$ cat src/rtl/regfile_wb_arbiter_if.sv
// Writeback request bus shared by NREQ requesters in front of the register-file write port.
// Handshake: a transfer happens on a rising edge where req_valid[i] && req_ready[i]; a requester
// holds req_valid/req_wsel/req_wdat stable until that edge, and req_ready never depends on req_wdat.
interface regfile_wb_arbiter_if #(
  parameter int NREQ = 2,
  parameter int DW   = 32
);
  logic [NREQ-1:0]         req_valid;
  logic [NREQ-1:0][4:0]    req_wsel;
  logic [NREQ-1:0][DW-1:0] req_wdat;
  logic [NREQ-1:0]         req_ready;

  modport master (
    output req_valid,
    output req_wsel,
    output req_wdat,
    input  req_ready
  );

  modport slave (
    input  req_valid,
    input  req_wsel,
    input  req_wdat,
    output req_ready
  );
endinterface

$ cat src/rtl/regfile_wb_arbiter.sv
// Round-robin arbiter for the register-file write port with a destination-register
// reservation scoreboard and a sticky flag for writes that hit an unreserved register.
module regfile_wb_arbiter #(
  parameter int NREQ = 2,
  parameter int DW   = 32
) (
  input  logic                  CLK,
  input  logic                  RST,
  input  logic                  flush,
  input  logic                  issue_valid,
  input  logic [4:0]            issue_wsel,
  regfile_wb_arbiter_if.slave   wb,
  output logic                  WEN,
  output logic [4:0]            wsel,
  output logic [DW-1:0]         wdat,
  output logic [31:0]           busy,
  output logic                  stray_err
);

  localparam int PW = (NREQ > 1) ? $clog2(NREQ) : 1;

  logic [PW-1:0]   ptr_q, ptr_d;
  logic            wen_q, wen_d;
  logic [4:0]      wsel_q, wsel_d;
  logic [DW-1:0]   wdat_q, wdat_d;
  logic [31:0]     busy_q, busy_d;
  logic            stray_q, stray_d;

  logic [NREQ-1:0] grant;
  logic [PW-1:0]   gnt_idx;
  logic [PW-1:0]   cand_idx;
  logic            xfer;
  logic [4:0]      xfer_sel;
  logic [DW-1:0]   xfer_dat;
  logic            issue_set;
  int              cand;

  // Scan from the pointer upward, wrapping; first valid requester wins.
  always_comb begin
    grant    = '0;
    gnt_idx  = '0;
    cand_idx = '0;
    cand     = 0;
    xfer     = 1'b0;
    if (!RST && !flush) begin
      for (int off = 0; off < NREQ; off++) begin
        cand     = (int'(ptr_q) + off) % NREQ;
        cand_idx = PW'(cand);
        if (!xfer && wb.req_valid[cand_idx]) begin
          xfer            = 1'b1;
          grant[cand_idx] = 1'b1;
          gnt_idx         = cand_idx;
        end
      end
    end
  end

  assign wb.req_ready = grant;
  assign xfer_sel     = wb.req_wsel[gnt_idx];
  assign xfer_dat     = wb.req_wdat[gnt_idx];
  assign issue_set    = issue_valid && (issue_wsel != 5'd0);

  always_comb begin
    ptr_d = ptr_q;
    if (xfer) begin
      ptr_d = (gnt_idx == PW'(NREQ - 1)) ? '0 : gnt_idx + 1'b1;
    end
  end

  // Writes to r0 are accepted but never reach the register file; outputs hold otherwise.
  always_comb begin
    wen_d  = 1'b0;
    wsel_d = wsel_q;
    wdat_d = wdat_q;
    if (xfer && (xfer_sel != 5'd0)) begin
      wen_d  = 1'b1;
      wsel_d = xfer_sel;
      wdat_d = xfer_dat;
    end
  end

  // Clear first, then set, so a same-cycle reservation of the same register wins.
  always_comb begin
    busy_d = busy_q;
    if (flush) begin
      busy_d = '0;
    end else begin
      if (xfer && (xfer_sel != 5'd0)) begin
        busy_d[xfer_sel] = 1'b0;
      end
      if (issue_set) begin
        busy_d[issue_wsel] = 1'b1;
      end
    end
    busy_d[0] = 1'b0;
  end

  always_comb begin
    stray_d = stray_q;
    if (xfer && (xfer_sel != 5'd0) && !busy_q[xfer_sel] &&
        !(issue_set && (issue_wsel == xfer_sel))) begin
      stray_d = 1'b1;
    end
  end

  always_ff @(posedge CLK) begin
    if (RST) begin
      ptr_q   <= '0;
      wen_q   <= 1'b0;
      wsel_q  <= '0;
      wdat_q  <= '0;
      busy_q  <= '0;
      stray_q <= 1'b0;
    end else begin
      ptr_q   <= ptr_d;
      wen_q   <= wen_d;
      wsel_q  <= wsel_d;
      wdat_q  <= wdat_d;
      busy_q  <= busy_d;
      stray_q <= stray_d;
    end
  end

  assign WEN       = wen_q;
  assign wsel      = wsel_q;
  assign wdat      = wdat_q;
  assign busy      = busy_q;
  assign stray_err = stray_q;

endmodule

$ cat src/flat_wrapper.sv
// flat-port wrapper written by rule: the top's interface ports become plain ports
module regfile_wb_arbiter_flat 
#(
  parameter int NREQ = 2,
  parameter int DW   = 32
)
  (CLK, RST, flush, issue_valid, issue_wsel, WEN, wsel, wdat, busy, stray_err, wb_req_valid, wb_req_wsel, wb_req_wdat, wb_req_ready);
  regfile_wb_arbiter_if #(.NREQ(NREQ), .DW(DW)) wb_i ();
  input  logic CLK;
  input  logic RST;
  input  logic flush;
  input  logic issue_valid;
  input  logic [4:0] issue_wsel;
  output logic WEN;
  output logic [4:0] wsel;
  output logic [DW-1:0] wdat;
  output logic [31:0] busy;
  output logic stray_err;
  input wire logic [$bits(wb_i.req_valid)-1:0] wb_req_valid;
  input wire logic [$bits(wb_i.req_wsel)-1:0] wb_req_wsel;
  input wire logic [$bits(wb_i.req_wdat)-1:0] wb_req_wdat;
  output wire logic [$bits(wb_i.req_ready)-1:0] wb_req_ready;
  assign wb_i.req_valid = wb_req_valid;
  assign wb_i.req_wsel = wb_req_wsel;
  assign wb_i.req_wdat = wb_req_wdat;
  assign wb_req_ready = wb_i.req_ready;
  regfile_wb_arbiter #(.NREQ(NREQ), .DW(DW)) u_core (.CLK(CLK), .RST(RST), .flush(flush), .issue_valid(issue_valid), .issue_wsel(issue_wsel), .wb(wb_i), .WEN(WEN), .wsel(wsel), .wdat(wdat), .busy(busy), .stray_err(stray_err));
endmodule
$ cat config.mk
export PLATFORM = sky130hd
export DESIGN_NAME = regfile_wb_arbiter_flat
export DESIGN_NICKNAME = d
export VERILOG_FILES = /design/src/rtl/regfile_wb_arbiter_if.sv /design/src/rtl/regfile_wb_arbiter.sv /design/src/flat_wrapper.sv
export SDC_FILE = /design/constraint.sdc
export NUM_CORES = 1
export LEC_CHECK = 0
export CAP_MARGIN = 20
export CORE_MARGIN = 2
export CORE_UTILIZATION = 47
export DETAILED_ROUTE_END_ITERATION = 16
export PLACE_DENSITY = 0.94
export SLEW_MARGIN = 10
export SYNTH_ARGS = -nofsm -noshare
export SYNTH_HDL_FRONTEND = slang
export SYNTH_SLANG_ARGS = --single-unit
$ cat constraint.sdc
create_clock -name CLK -period 5.6 [get_ports CLK]
set_clock_uncertainty 0.05 [all_clocks]
set_input_delay 0.56 -clock CLK [delete_from_list [all_inputs] [get_ports CLK]]
set_output_delay 0.56 -clock CLK [all_outputs]
set_load 0.05 [all_outputs]
* After elaboration in Yosys (flattened, before gate mapping)
Index checks and enable logic that the tools add are counted.
W data, S select, Z words.
** Operators by class
- Add/subtract/negate cells :: 2
- Multiply operators :: 0
- Div/mod/pow operators :: 0
- $lt $le $gt $ge :: 9
- Equality and inequality tests :: 1
- Shift-type cells :: 0
- Muxes and demuxes :: 34
- Bitwise logic cells :: 4
- Reductions and logical operators :: 19
** Operator list (number)
- $mux W32 :: 5
- $and A32 B32 Y32 :: 1
- $not A32 Y32 :: 1
- $or A32 B32 Y32 :: 1
- $mux W1 :: 18
- $lt A5 B6 Y1 const B :: 2
- $logic_and A1 B1 Y1 :: 11
- $demux W1 S5 :: 2
- $ge A5 B1 Y1 const B :: 2
- $mux W5 :: 2
- $reduce_bool A5 Y1 :: 2
- $mux W2 :: 4
- $lt A1 B2 Y1 const B :: 3
- $bmux W1 S5 :: 1
- $eq A5 B5 Y1 :: 1
- $logic_not A1 Y1 :: 5
- $add A1 B1 Y1 const B :: 2
- $demux W1 S1 :: 2
- $ge A1 B1 Y1 const B :: 2
- $or A2 B2 Y2 :: 1
- $reduce_or A2 Y1 :: 1
** Storage, ports and cells
- Register bits after elaboration :: 72
- Latch bits :: 0
- Memory bits (writable) :: 0
- ROM bits :: 0
- Input bits :: 85
- Word-level logic and storage cells :: 76
- Memories kept :: 0

* Logic depth before layout (Yosys ltp)
- Word-level depth :: 20
- Gate-level depth with buffers :: 9

* Worst setup path before layout
Ideal clock, no wire load.
- Kind :: input to output
- Start :: input port RST
- End :: output port wb_req_ready[0]
- Data arrival time :: 1.857 ns
- Data required time :: 4.990 ns
- Slack :: 3.133 ns
- Cell stages on the path :: 4
- Path buffers :: 2
- Cells stage by stage :: or2_2 -> clkbuf_1 -> clkbuf_1 -> nor2_1
** On the way
- Word-level cells in the longest chain between the ends :: 3
** Ends and longest elaborated chain
- start: declaration :: line flat_wrapper.sv:10 : input logic RST;
- $logic_not A1 Y1 :: line regfile_wb_arbiter.sv:45 : if (!RST && !flush) begin
- $logic_and A1 B1 Y1 :: line regfile_wb_arbiter.sv:45
- $mux W2 :: line regfile_wb_arbiter.sv:45
- end: declaration :: line flat_wrapper.sv:22 : output wire logic [$bits(wb_i.req_ready)-1:0] wb_req_ready;
Every way passes these cells.

* Worst setup path in the final report
- Start :: input port wb_req_valid[1]
- End :: register u_core.busy_q[8] (netlist: u_core.busy[8])
** On the way
- Word-level cells in the longest chain between the ends :: 20
- Elaborated cells between the ends (all ways) :: 28
** Ends and longest elaborated chain
- start: declaration :: line flat_wrapper.sv:19 : input wire logic [$bits(wb_i.req_valid)-1:0] wb_req_valid;
- $mux W1 (implied by the code) (2 in a row) :: line regfile_wb_arbiter.sv:49 : if (!xfer && wb.req_valid[cand_idx]) begin
- $mux W1 :: line regfile_wb_arbiter.sv:49
- $mux W1 :: line regfile_wb_arbiter.sv:45
- $logic_not A1 Y1 :: line regfile_wb_arbiter.sv:49
- $logic_and A1 B1 Y1 :: line regfile_wb_arbiter.sv:49
- $mux W1 :: line regfile_wb_arbiter.sv:49
- $mux W1 :: line regfile_wb_arbiter.sv:45
- $mux W5 (implied by the code) (2 in a row) :: line regfile_wb_arbiter.sv:59 : assign xfer_sel = wb.req_wsel[gnt_idx];
- (+2 left out)
- $mux W1 (implied by the code) :: line regfile_wb_arbiter.sv:89 : busy_d[xfer_sel] = 1'b0;
- $demux W1 S5
- $not A32 Y32 (no line)
- $and A32 B32 Y32 (no line)
- $mux W32 * :: line regfile_wb_arbiter.sv:88 : if (xfer && (xfer_sel != 5'd0)) begin
- $mux W32 * :: line regfile_wb_arbiter.sv:85 : if (flush) begin
- $or A32 B32 Y32 (no line)
- $mux W32 * :: line regfile_wb_arbiter.sv:91 : if (issue_set) begin
- end signal: assignment :: line regfile_wb_arbiter.sv:119 : busy_q <= busy_d;
- end: declaration :: line regfile_wb_arbiter.sv:26 : logic [31:0] busy_q, busy_d;
Mark *: on every way between the ends. The rest lies on a longest branch, timed or not. The select of a mux whose other input is x is not followed.
A chain may end at the register's enable or synchronous reset.

==> run metrics <==
R2R Setup Slk=2.44 ns; num rows=33; top post-synthesis cells by area=dfxtp_1 37%, nand2_1 11%, a311oi_1 7.5%; Synth top area share=36.88%; Clk network pwr share=37.3%; Buffers on Ports=156; number of max-cap violations=0; initial antenna violation count=0; Psw=0.3971 mW; Reg area=0.001421 sq mm; min-delay worst type=reg -> reg; Max stage delay on crit path=0.68 ns; Fin. Hold Viols=0; final setup vio count=0; CP endpoint kind=flop; # IOs=158; antenna fix cells=0; All-Layer GR Usage=31.02%; CP arrival=~4.0 ns; Reg2Reg Capture Point=u_core.busy[8]; Routed wire per std cell=~18 um; Syn-to-layout area delta=46.85%; Total Wirelength=about 14,000 um; status=complete, no violations; hold worst-path end=u_core.wdat[1]; Cell Area, Synth=0.003854 sq mm; part of the power in registers=39.6%; CTS sink cnt=71; share of cells above drive strength 1=6.347%; worst reg-to-reg path cell count=7; total gr overflow=0; reg-to-reg startpoint=u_core.ptr_q; critical-path cell list=clkdlybuf4s50_1 > nor3b_2 > nand2_2 > mux2i_2 > nand3_1 > or2_2 > o21ai_0 > a21oi_1; critical path's slowest cell=nor3b_2; Final ANT Viol Nets=0; Die W=94.55 um; hold path startpoint=u_core.wdat[1]; PwrDens=approximately 240 mW/mm^2; syn_nets=approximately 590; Die ar.=0.008940 sq mm; total number of vias=4,566; Place WS=1.554 ns; Slew Limit Fails=0; Worst Path Required=around 5.8 ns; Final Critical Period=3.796 ns; Yosys reg bits=71; ys async rst share=0%; root buf cell=clkbuf_8; Comb pwr share=23.1%; Avg Inst Size Synth=7.601 sq um; Pint=between 0.9 and 1 mW; starting density of the core=47.62%; largest net degree at the start of global routing=49; Initial DRC Count=465; path type of the worst setup path=in -> reg; Post-synth top cells=114 x nand2_1, 71 x dfxtp_1, 57 x nor2_1; warnings from Yosys=0; Synth area leader=dfxtp_1; Fillers=640; Slew HR=42.55%; Core Box Area=0.008093 sq mm; post-synthesis cell type count=66; Gate Count Post-Synth=approximately 500; Worst VDD drop=roughly 140 uV; clk slew on worst S/H paths=0.08 ns; Nets=roughly 730; TritonCTS Buffers=9; P_leak=2.002 nW; RSZ-0062 raised after global routing=false; vias per inst=6.080; Post-CTS Setup Bufs=0; CP Max Fanout=12; first-pass GRT wire length=21,690 um; sw frac=29.29%; Top Family by Delay on Critical Path=simple AND/OR/NAND/NOR gates; DIE HEIGHT=between 90 and 100 um; final worst slack=1.804 ns; DRC viols=0; f_max=263.4 MHz; register area share after synthesis=36.88%; First-pass DRT Iterations=5; hold buffer count at CTS=0; clock latency on the worst-skew pair=between 0.3 and 0.4 ns; placer's final routability congestion estimate=0.9883; CTS tree=built; Post-synth EDFFs=0; count leader, synth=nand2_1; dpl hpwl=9892 um; Min-Delay Path Depth=2; WP buf/inv=1; post-cts resize count=0; H-tree levels=3; Most used DFF post-synth=dfxtp_1; total negative slack=0 ns; vias in the first global route=4,460; worst-margin pin slew=0.8617 ns; deepest clock path buffer count=2; area of the multi-input gates=0.002220 sq mm; CP startpoint kind=input port; period utilization=67.79%
-- cell usage in the layout, fill, tap and decap left out, drive strengths merged, types with 2 or more instances in the layout --
cell type,Yosys,layout
and3b,2,2
or3,2,2
dfxtp,71,71
a222oi,2,2
or2,3,3
mux2i,8,8
a221o,2,2
nor2b,2,2
o21ai,26,26
clkdlybuf4s50,0,155
nor4,4,4
o2111ai,2,2
nand3,7,7
or3b,2,2
mux2,2,2
a22oi,3,3
inv,9,10
a31oi,3,3
xnor2,2,2
a211o,2,2
nand2,115,115
nor2,57,57
bufinv,0,3
buf,22,6
nor3b,4,4
o31ai,9,9
a21oi,37,37
and3,11,11
nand2b,9,9
nor3,5,5
a311oi,33,33
clkbuf,17,11
o22ai,2,2
a211oi,12,12
-- how the worst max path moves through the flow --
stage | from | end | slack, ns | depth (start not counted)
after floorplan | RST | wb_req_ready[0] | 3.13 | 4
after global placement | wb_req_valid[1] | u_core.stray_err | 1.65 | 9
after detailed placement | wb_req_valid[1] | u_core.stray_err | 1.55 | 9
after CTS | wb_req_valid[1] | u_core.busy[8] | 1.94 | 8
after global routing | wb_req_valid[1] | u_core.stray_err | 1.68 | 8
final | wb_req_valid[1] | u_core.busy[8] | 1.80 | 8
-- stage by stage --
step                      instances  hold slack [ns]  area, sq um  total power, mW  utilization [%]
final                           751           0.4501         5659            1.356            69.93
after global routing            751           0.4719         5659            1.407            69.93
after CTS                       751           0.4531         5659            1.358            69.93
after detailed placement        735           0.4414         5414           0.8561            66.90
after global placement          734           0.4322         5403           0.8507            66.76
after floorplan                 507           0.4326         3854           0.7236                -
-- cell type report --
class / count / area share (%)
Timing Repair Buffer: 162 / 28.41
Tap cell: 105 / 2.321
Clock inverter: 5 / 1.835
Sequential cell: 71 / 25.12
Inverter: 9 / 0.5969
Multi-Input combinational cell: 388 / 39.22
Clock buffer: 11 / 2.498
-- power groups by stage --
stage	sequential (mW)	combinational, mW	clock, mW
after floorplan	0.613	0.110	0
after global placement	0.547	0.303	0
after detailed placement	0.548	0.308	0
after CTS	0.536	0.310	0.511
after global routing	0.538	0.333	0.535
final	0.536	0.314	0.506
-- cells by family after synthesis --
| logic type | synth area share [%] |
|---|---|
| AND/OR/NAND/NOR | 27.27 |
| multiplexers | 2.760 |
| buffers and inverters | 5.617 |
| flip-flops | 36.88 |
| other | 0.09731 |
| XOR/XNOR | 0.4546 |
| AO/OA/AOI/OAI | 26.92 |
-- per-layer routing --
| metal | vias to the layer above | track usage [%] | wire (um) |
|---|---|---|---|
| li1 | 2090 | - | - |
| met2 | 321 | 48.99 | 6255 |
| met4 | 0 | 16.55 | 400 |
| met1 | 2112 | 39.09 | 5410 |
| met3 | 43 | 7.582 | 1617 |
| met5 | - | 0 | 0 |
-- state kept, by name (all words and copies together), names as in the netlist --
register and count:
u_core.WEN 1, u_core.busy 31, u_core.ptr_q 1, u_core.stray_err 1, u_core.wdat 32, u_core.wsel 5
-- worst reg2reg max path, delay by kind of cell (launching register included) --
| kind | cells | cell delay (ns) |
|---|---|---|
| compound gates | 2 | 0.31 |
| flops | 1 | 0.38 |
| mux | 1 | 0.53 |
| simple gates | 4 | 1.75 |
Power figures use the tool's default switching activity.
